--- config.mk ---
export PLATFORM = sky130hd
export DESIGN_NAME = rx_receiver
export DESIGN_NICKNAME = d
export VERILOG_FILES = /design/src/rtl/crc_net_pkg.sv /design/src/rtl/crc8_serial.sv /design/src/rtl/rx_receiver.sv
export SDC_FILE = /design/constraint.sdc
export NUM_CORES = 1
export LEC_CHECK = 0
export CAP_MARGIN = 20
export CORE_MARGIN = 2
export CORE_UTILIZATION = 43
export DETAILED_ROUTE_END_ITERATION = 6
export GPL_ROUTABILITY_DRIVEN = 0
export PLACE_DENSITY = 0.64
export REMOVE_ABC_BUFFERS = 1
export SETUP_SLACK_MARGIN = 0.1
export SYNTH_ARGS = -nofsm -noshare
export SYNTH_HDL_FRONTEND = slang
export SYNTH_SLANG_ARGS = --single-unit
--- constraint.sdc ---
create_clock -name clk -period 2.4 [get_ports clk]
set_input_delay 0.48 -clock clk [delete_from_list [all_inputs] [get_ports clk]]
set_output_delay 0.48 -clock clk [all_outputs]
set_load 0.05 [all_outputs]
--- src/rtl/crc_net_pkg.sv ---
// Shared definitions for the CRC network link (Tx and Rx ends).
// Holds the packet geometry, the CRC-8 polynomial and the Rx state encoding.
package crc_net_pkg;

    localparam int unsigned PKT_W     = 136;
    localparam int unsigned CRC_W     = 8;
    localparam int unsigned PAYLOAD_W = PKT_W - CRC_W;

    localparam logic [CRC_W-1:0] CRC_POLY = 8'h07;

    typedef enum logic [2:0] {
        IDLE      = 3'd0,
        START     = 3'd1,
        DATA      = 3'd2,
        STOP      = 3'd3,
        WAIT_IDLE = 3'd4
    } rx_state_e;

endpackage

--- src/rtl/crc8_serial.sv ---
// Bit-serial CRC-8 (poly 0x07, init 0, MSB first), one bit per enable.
// Ports:
//   clk, rst_n : clock, async active-low reset (clears the CRC)
//   clr        : synchronous clear to 0 (has priority over en)
//   en         : shift din into the CRC this cycle
//   din        : serial data bit
//   crc        : current CRC register value
module crc8_serial
(
    input  logic       clk,
    input  logic       rst_n,
    input  logic       clr,
    input  logic       en,
    input  logic       din,
    output logic [7:0] crc
);
    import crc_net_pkg::*;

    logic [CRC_W-1:0] r_crc;
    logic             w_fb;
    logic [CRC_W-1:0] w_crc_nxt;

    // Galois-form LFSR step: shift left, fold in the polynomial on feedback.
    always_comb begin
        w_fb      = r_crc[CRC_W-1] ^ din;
        w_crc_nxt = {r_crc[CRC_W-2:0], 1'b0} ^ (w_fb ? CRC_POLY : CRC_W'(0));
    end

    always_ff @(posedge clk or negedge rst_n) begin
        if (!rst_n) begin
            r_crc <= '0;
        end else if (clr) begin
            r_crc <= '0;
        end else if (en) begin
            r_crc <= w_crc_nxt;
        end
    end

    assign crc = r_crc;

endmodule

--- src/rtl/rx_receiver.sv ---
// Serial receive end of the CRC network link.
// Samples the idle-high line at mid-bit, rebuilds the packet (MSB first),
// checks the CRC-8 on the fly and reports the result once per frame.
// Ports:
//   clk, rst_n  : system clock, async active-low reset
//   rx_line     : asynchronous serial input, idles high
//   rx_packet   : last received packet (MSB = first bit on the line)
//   rx_valid    : one-cycle pulse at the end of every frame
//   crc_ok      : CRC result of the last frame, held until next rx_valid
//   frame_err   : stop-bit error of the last frame, held until next rx_valid
//   rx_busy     : high while a frame is in progress
module rx_receiver
#(
    parameter int unsigned BIT_CYCLES = 5208,
    parameter int unsigned PKT_W      = 136
)
(
    input  logic             clk,
    input  logic             rst_n,
    input  logic             rx_line,
    output logic [PKT_W-1:0] rx_packet,
    output logic             rx_valid,
    output logic             crc_ok,
    output logic             frame_err,
    output logic             rx_busy
);
    import crc_net_pkg::*;

    localparam int unsigned TMR_W = $clog2(BIT_CYCLES);
    localparam int unsigned CNT_W = 8;

    localparam logic [TMR_W-1:0] HALF_LOAD = TMR_W'(BIT_CYCLES / 2 - 1);
    localparam logic [TMR_W-1:0] FULL_LOAD = TMR_W'(BIT_CYCLES - 1);
    localparam logic [CNT_W-1:0] LAST_BIT  = CNT_W'(PKT_W - 1);
    localparam logic [CNT_W-1:0] CRC_BITS  = CNT_W'(PKT_W - CRC_W);

    // Synchroniser and edge-detect history, all idle-high so reset release is quiet.
    logic r_sync1;
    logic r_sync2;
    logic r_sync_d;
    logic w_line;
    logic w_fall;

    rx_state_e        r_state;
    rx_state_e        w_state_nxt;
    logic [TMR_W-1:0] r_timer;
    logic [TMR_W-1:0] w_timer_nxt;
    logic [CNT_W-1:0] r_bit_cnt;
    logic [CNT_W-1:0] w_bit_cnt_nxt;
    logic [PKT_W-1:0] r_shift;
    logic [PKT_W-1:0] w_shift_nxt;
    logic             w_tick;
    logic             w_crc_clr;
    logic             w_crc_en;
    logic [CRC_W-1:0] w_crc;
    logic             w_capture;
    logic             w_valid_nxt;
    logic             w_busy_nxt;

    logic [PKT_W-1:0] r_packet;
    logic             r_valid;
    logic             r_crc_ok;
    logic             r_frame_err;
    logic             r_busy;

    // Two-flop synchroniser plus one delayed copy for falling-edge detection.
    always_ff @(posedge clk or negedge rst_n) begin
        if (!rst_n) begin
            r_sync1  <= 1'b1;
            r_sync2  <= 1'b1;
            r_sync_d <= 1'b1;
        end else begin
            r_sync1  <= rx_line;
            r_sync2  <= r_sync1;
            r_sync_d <= r_sync2;
        end
    end

    assign w_line = r_sync2;
    assign w_fall = r_sync_d & ~r_sync2;
    assign w_tick = (r_timer == '0);

    // CRC runs over the payload bits only; the trailing CRC byte is just stored.
    crc8_serial u_crc
    (
        .clk   (clk),
        .rst_n (rst_n),
        .clr   (w_crc_clr),
        .en    (w_crc_en),
        .din   (w_line),
        .crc   (w_crc)
    );

    // State register.
    always_ff @(posedge clk or negedge rst_n) begin
        if (!rst_n) begin
            r_state <= IDLE;
        end else begin
            r_state <= w_state_nxt;
        end
    end

    // Next-state, bit timer, bit counter and shift-register control.
    always_comb begin
        w_state_nxt   = r_state;
        w_timer_nxt   = r_timer;
        w_bit_cnt_nxt = r_bit_cnt;
        w_shift_nxt   = r_shift;
        w_crc_clr     = 1'b0;
        w_crc_en      = 1'b0;
        w_capture     = 1'b0;
        w_valid_nxt   = 1'b0;

        case (r_state)
            IDLE: begin
                if (w_fall) begin
                    w_timer_nxt = HALF_LOAD;
                    w_state_nxt = START;
                end
            end

            START: begin
                if (w_tick) begin
                    w_timer_nxt = FULL_LOAD;
                    if (!w_line) begin
                        w_crc_clr     = 1'b1;
                        w_bit_cnt_nxt = '0;
                        w_state_nxt   = DATA;
                    end else begin
                        w_state_nxt   = IDLE;
                    end
                end else begin
                    w_timer_nxt = r_timer - TMR_W'(1);
                end
            end

            DATA: begin
                if (w_tick) begin
                    w_timer_nxt = FULL_LOAD;
                    w_shift_nxt = {r_shift[PKT_W-2:0], w_line};
                    w_crc_en    = (r_bit_cnt < CRC_BITS);
                    if (r_bit_cnt == LAST_BIT) begin
                        w_state_nxt = STOP;
                    end else begin
                        w_bit_cnt_nxt = r_bit_cnt + CNT_W'(1);
                    end
                end else begin
                    w_timer_nxt = r_timer - TMR_W'(1);
                end
            end

            STOP: begin
                if (w_tick) begin
                    w_capture   = 1'b1;
                    w_valid_nxt = 1'b1;
                    w_state_nxt = w_line ? IDLE : WAIT_IDLE;
                end else begin
                    w_timer_nxt = r_timer - TMR_W'(1);
                end
            end

            WAIT_IDLE: begin
                if (w_line) begin
                    w_state_nxt = IDLE;
                end
            end

            default: begin
                w_state_nxt = IDLE;
            end
        endcase

        w_busy_nxt = (w_state_nxt != IDLE);
    end

    // Datapath registers.
    always_ff @(posedge clk or negedge rst_n) begin
        if (!rst_n) begin
            r_timer   <= '0;
            r_bit_cnt <= '0;
            r_shift   <= '0;
        end else begin
            r_timer   <= w_timer_nxt;
            r_bit_cnt <= w_bit_cnt_nxt;
            r_shift   <= w_shift_nxt;
        end
    end

    // Registered status outputs; packet and flags hold between stop samples.
    always_ff @(posedge clk or negedge rst_n) begin
        if (!rst_n) begin
            r_packet    <= '0;
            r_valid     <= 1'b0;
            r_crc_ok    <= 1'b0;
            r_frame_err <= 1'b0;
            r_busy      <= 1'b0;
        end else begin
            r_valid <= w_valid_nxt;
            r_busy  <= w_busy_nxt;
            if (w_capture) begin
                r_packet    <= r_shift;
                r_crc_ok    <= (w_crc == r_shift[CRC_W-1:0]);
                r_frame_err <= ~w_line;
            end
        end
    end

    assign rx_packet = r_packet;
    assign rx_valid  = r_valid;
    assign crc_ok    = r_crc_ok;
    assign frame_err = r_frame_err;
    assign rx_busy   = r_busy;

endmodule
==> metrics, run 1 <==
Clock transition at path regs 0.06 ns; yosys warns 0; Post-Synthesis Cells approximately 1.4k; sequential area share after synthesis 0.629; number of primary I/O pins 143; status complete, no violations; Crit. End Element output port; syn avg cell area 9.01 um2; largest net degree at the start of global routing 128; TritonCTS buffer count 34; GR Util All Layers 0.179; Inserted Diodes 0; die footprint around 30000 um2; EDFF count, synth 0; critical setup path kind reg -> out; Synth Register Bits 311; dpl ws 0.186 ns; Filler cells ~2.7k; Slew @ Worst Pin 0.682 ns; count of pins over their slew limit 0; setup TNS 0 ns; worst relative slew slack 0.545; synth-to-layout area growth 25.8%; non-filler cells, final between 1.5k and 2k; VDD IR max 501 uV; CP cell instances clkdlybuf4s50_1; Final Hold Fails 0; vias after detailed routing 9316; Setup WS post-layout 0.187 ns; Clk pwr share 0.450; crit path launch type flop; wire length per cell 13.8 um; type of the tightest min-delay check reg -> reg; layout cells sized above 1 0.0730; min Tclk post-route 2.21 ns; Post-synth top flop dfrtp_1; post-synthesis cell type count 60; CTS tree built; standard-cell row count 62; grt total ovfl 0; Leakage 0.00836 uW; P_int about 8500 uW; CTS Buffer Depth 3; Worst Path Arrival 1.73 ns; Clock Tree Root clkbuf_16; FFs w/ async S/R, synth 1.00; final wirelength 26600 um; number of remaining DRC errors 0; vias in the first global route 9066; Sw Ratio 0.222; Starting Density 0.433; clock insertion delay at the later pin of the skew report ~0.5 ns; Crit Path Max Fanout 2; initial detailed-routing violation count 720; final number of setup-violating endpoints 0; Gate power share 0.047; GRT Max-Usage Layer met2; GR Layer Usage met1 0.253; Sw Pwr 2430 uW; Core ar. 28500 um2; worst path required time around 1.9 ns; First-pass DRT Iterations 4; period utilization 0.922; first-pass GRT wire length 45100 um; CP delay by family, top buffers and inverters; RSZ-0062 raised after global routing no; Critical-path top delay cell clkdlybuf4s50_1; Layout Skew 0.0118 ns; antenna-violating nets left 0; Sequential Power Share 0.503; die span in x ~170 um; MaxCap Viol Count 0; half-perimeter wire length after placement approximately 17000 um; met2 Use GR 0.289; H-tree Lvls 2; Hold Slack 0.351 ns; die height 174 um; met3 Use GR 0.0311; initial antenna violation count 0; layout net count 1531; I/O Buffers between 100 and 150; Mapped Area ~12000 um2; CP max stage delay 0.83 ns; pwr dens 702 nW/um2; Inst Count DP 1871; drt via density 4.82; CTS Sinks roughly 310; Crit path buffers/inverters 1; Max Clk Rate 452 MHz
synthesized netlist by cell type, types with 4 or more instances:
master,instances,area (um2)
buf_2,37,185
o21ai_0,7,35.0
and3_1,4,25.0
nor2_1,15,56.3
nor4_1,5,31.3
o21ai_1,14,70.1
a22o_1,9,78.8
nand3_1,6,30.0
nand2_1,834,3130
nor3_1,8,40.0
xor2_1,11,96.3
dfrtp_1,308,7710
buf_1,6,22.5
buf_4,8,60.1
clkbuf_1,17,63.8
a21oi_1,14,70.1
final timing paths:
kind / start / end / slack (ns) / cells after the start
min: r_sync1 / r_sync2 / 0.35 / 0
min reg2reg: r_sync1 / r_sync2 / 0.35 / 0
max in group asynchronous: rst_n / r_sync_d / 1.06 / 3
min in group asynchronous: rst_n / rx_packet[115] / 0.58 / 2
max reg2reg: r_timer[0] / rx_packet[27] / 0.24 / 8
max: rx_packet[19] / rx_packet[19] / 0.19 / 1
routing by layer:
metal / vias to the layer above / wire, um / part of all wire
met3: 32 / 1230 / 0.046
met5: - / 0 / 0
li1: 4602 / - / -
met2: 172 / 12400 / 0.47
met4: 0 / 501 / 0.019
met1: 4510 / 12400 / 0.47
layout by cell type (no fill, tap or decap), types with 3 or more instances in the layout:
cell type / instances
nand2_1: 833
or3_1: 3
clkbuf_8: 5
clkbuf_16: 35
o21ai_0: 7
a22o_1: 9
buf_4: 23
inv_1: 3
o21ai_1: 14
a21oi_1: 14
a21o_1: 3
dfstp_2: 3
o31ai_1: 3
nor3_1: 8
xor2_1: 11
and3_1: 4
ha_1: 3
clkdlybuf4s50_1: 141
buf_12: 18
a31oi_1: 3
clkbuf_1: 11
nand3_1: 6
nor4_1: 5
dfrtp_1: 308
nor2_1: 15
clkinv_2: 4
registers in the layout, summed over array words and instances, names as in the netlist:
name,count
r_bit_cnt,8
r_sync2,1
r_sync_d,1
rx_busy,1
r_timer,13
r_state,3
crc_ok,1
rx_packet,136
u_crc.crc,8
rx_valid,1
frame_err,1
r_shift,136
r_sync1,1
area by class of cell:
class | instances | area, um2 | share of cell area
clock inverters | 7 | 66.3 | 0.00426
well taps | 384 | 480 | 0.0309
multi-input cells | 990 | 4260 | 0.274
inverters | 4 | 15.0 | 0.000965
flip-flops and latches | 311 | 7790 | 0.500
clock buffers | 51 | 986 | 0.0633
repair buffers | 184 | 1970 | 0.127
kinds of logic (layout without fill, tap and decap cells):
group                      Yosys count  after routing  share of synthesized area
AOI/OAI and AO/OA                   70             70                     0.0395
xor gates and xnor gates            11             11                    0.00779
adders and majority gates            3              3                    0.00303
buffers and inverters               72            246                     0.0280
DFF                                311            311                      0.629
muxes                                1              1                   0.000809
and+or+nand+nor                    905            905                      0.292
power by group through the flow:
stage,Combinational (uW),Clock [uW],Sequential (uW)
6_report,515,4910,5500
4_1_cts,522,5060,5500
2_1_floorplan,286,0,5550
5_1_grt,591,5260,5520
3_3_place_gp,512,0,5580
3_5_place_dp,521,0,5590
what timing repair did:
action                                  4_1_cts  5_1_grt
endpoints found under the setup margin        0      146
buffers inserted                              0        1
hold buffers                                  1        0
resized for setup                             0        1
endpoints found under the hold margin        30        0
metrics by stage:
step,utilization,total power (uW),instance area (um2)
floorplan,-,5840,12000
finish,0.545,10900,15600
detailed placement,0.508,6110,14500
CTS,0.545,11100,15600
global placement,0.508,6090,14500
global route,0.545,11400,15600
No activity file was read; power rests on OpenSTA's default activity.
==> run 2, diff against run 1 <==
==> constraint.sdc (replaced) <==
create_clock -name clk -period 2.1 [get_ports clk]
set_input_delay 0.42 -clock clk [delete_from_list [all_inputs] [get_ports clk]]
set_output_delay 0.42 -clock clk [all_outputs]
set_load 0.05 [all_outputs]
==> run 2 against run 1 <==
Net effect:
- die area stayed put
- setup slack worse by 0.022 ns
- combinational power is 30% higher
- hold slack worse by 0.024 ns
- via count is 3.3% higher
- non-clock buffer count is 18 higher
- wire length is 8.5% higher
- critical endpoint is now r_shift[44]
- largest power group unchanged
- highest routed layer unchanged
==> metrics, run 2 (same netlist as run 1, synthesis figures left out) <==
clock insertion delay at the later pin of the skew report 0.51 ns (about the same); status complete, no violations; type of the tightest min-delay check in -> reg; count of pins over their slew limit 0 (unchanged); layout net count 1550 (+1.2%); crit path launch type flop; Crit Path Max Fanout 7 (+5); grt total ovfl 0 (unchanged); vias after detailed routing 9621 (+3.3%); H-tree Lvls 2 (unchanged); setup TNS 0 ns (unchanged); commonest non-fill, non-tap cell in the layout nand2_1; initial detailed-routing violation count 735 (+2.1%); die height 174 um (unchanged); Clock Tree Root clkbuf_16; Crit. End Element flop; Final Hold Fails 0 (unchanged); standard-cell row count 62 (unchanged); CP cell instances inv_2 -> ha_4 -> nor4b_4 -> nand4_1 -> buf_6 -> nor2_4 -> buf_12 -> buf_12 -> clkbuf_16 -> nand2_2 -> nand2_1; Setup WS post-layout 0.165 ns (-0.0220 ns); layout cells sized above 1 0.124 (+0.0508); synth-to-layout area growth 29.1%; worst r2r src r_timer[1]; TritonCTS buffer count 34 (unchanged); CP Launch Point r_timer[1]; Starting Density 0.433 (unchanged); die span in x 174 um (unchanged); worst path required time 2.52 ns (+0.60 ns); Worst Path Arrival 2.36 ns (+0.63 ns); wire length per cell 14.8 um (+7.4%); first-pass GRT wire length 45700 um (+1.3%); antenna-violating nets left 0 (unchanged); GR Util All Layers 0.181 (+0.00181); number of primary I/O pins 143 (unchanged); pwr dens 798 nW/um2 (+14%); Design Area, Final 16000 um2 (+2.7%); Clock transition at path regs 0.06 ns (about the same); Hold Startpoint rx_line; VDD IR max 612 uV (+22%); MaxCap Viol Count 0 (unchanged); drt via density 4.93 (+2.2%); Layout Skew 0.0247 ns (+0.0129 ns); min Tclk post-route 1.93 ns; Slew @ Worst Pin 0.580 ns (-0.103 ns); Core ar. 28500 um2 (unchanged); dpl ws 0.0330 ns (-0.153 ns); Leakage 0.00934 uW (+12%); CTS Buffer Depth 3 (unchanged); CTS Sinks 311 (unchanged); final wirelength 28900 um (+8.5%); largest net degree at the start of global routing 93 (-27%); Reg2Reg Setup Slack 0.17 ns (-0.07 ns); most frequent cells in the layout 790 x nand2_1, 307 x dfrtp_1, 138 x dlygate4sd2_1, 45 x clkbuf_16, 39 x nand2_2; CP max stage delay 0.40 ns (-0.43 ns); RSZ-0062 raised after global routing yes; I/O Buffers 142 (unchanged); CTS tree built; number of remaining DRC errors 0 (unchanged); worst relative slew slack 0.612 (+0.0670); initial antenna violation count 0 (unchanged); First-pass DRT Iterations 5 (+1); die footprint 30100 um2 (unchanged); final core utilization 0.560 (+0.0146); half-perimeter wire length after placement 17300 um (-1.0%); Critical-path top delay cell dfrtp_1; cell mode on critical path buf_12; period utilization 0.921; dpl cell area 14500 um2 (about the same); Max Clk Rate approximately 520 MHz; critical setup path kind reg -> reg; vias in the first global route 9130 (+0.71%); final number of setup-violating endpoints 0 (unchanged); Inserted Diodes 0 (unchanged)
-- run 2: power by group --
| part | switching, uW | internal [uW] | total (uW) |
|---|---|---|---|
| Sequential | 184 | 6110 | 6290 |
| Combinational | 394 | 277 | 671 |
| Clock | 2330 | 3460 | 5790 |
| Total | 2910 | 9840 | 12700 |
-- run 2: layer usage --
metal / share of wire / up-vias / global-route usage
met1: 0.47 / 4743 / 0.256
li1: - / 4653 / -
met3: 0.042 / 30 / 0.0307
met5: 0 / - / 0
met4: 0.013 / 0 / 0.0417
met2: 0.48 / 195 / 0.296
-- run 2: timing repair --
action	in CTS	in global routing
buffers inserted	1	5
pin swaps	1	44
cloned	0	13
hold endpoints to repair	46	0
gates resized for setup	140	71
hold buffers	1	0
endpoints found under the setup margin	243	283
-- run 2: through the flow --
stage | hold WS [ns] | std cells | total power, uW
after floorplan | 0.124 | 1305 | 6670
after global placement | 0.346 | 1872 | 6980
after detailed placement | 0.351 | 1872 | 7000
after CTS | 0.308 | 1933 | 12800
after global routing | 0.315 | 1951 | 13200
final | 0.327 | 1951 | 12700
-- run 2: final timing paths --
check | end | cells after the start
min in group asynchronous | r_shift[132] | 2
max | r_shift[44] | 11
min reg2reg | r_sync2 | 0
max in group asynchronous | rx_packet[41] | 3
max reg2reg | r_shift[44] | 11
min | r_sync1 | 1
-- run 2: final cells by class --
cell class              count  area [um2]
clock inverters            10        81.3
multi-input cells         991        4450
clock buffers              49        1010
inverters                   4        15.0
fillers                  2600       12600
repair buffers            202        2150
well taps                 384         480
flip-flops and latches    311        7790
-- run 2: worst max-delay path: cells and delay by family (launching register included) --
| family | cells | cell delay, ns |
|---|---|---|
| adders and majority gates | 1 | 0.13 |
| buffers and inverters | 5 | 0.71 |
| and+or+nand+nor | 5 | 0.59 |
| DFF | 1 | 0.40 |
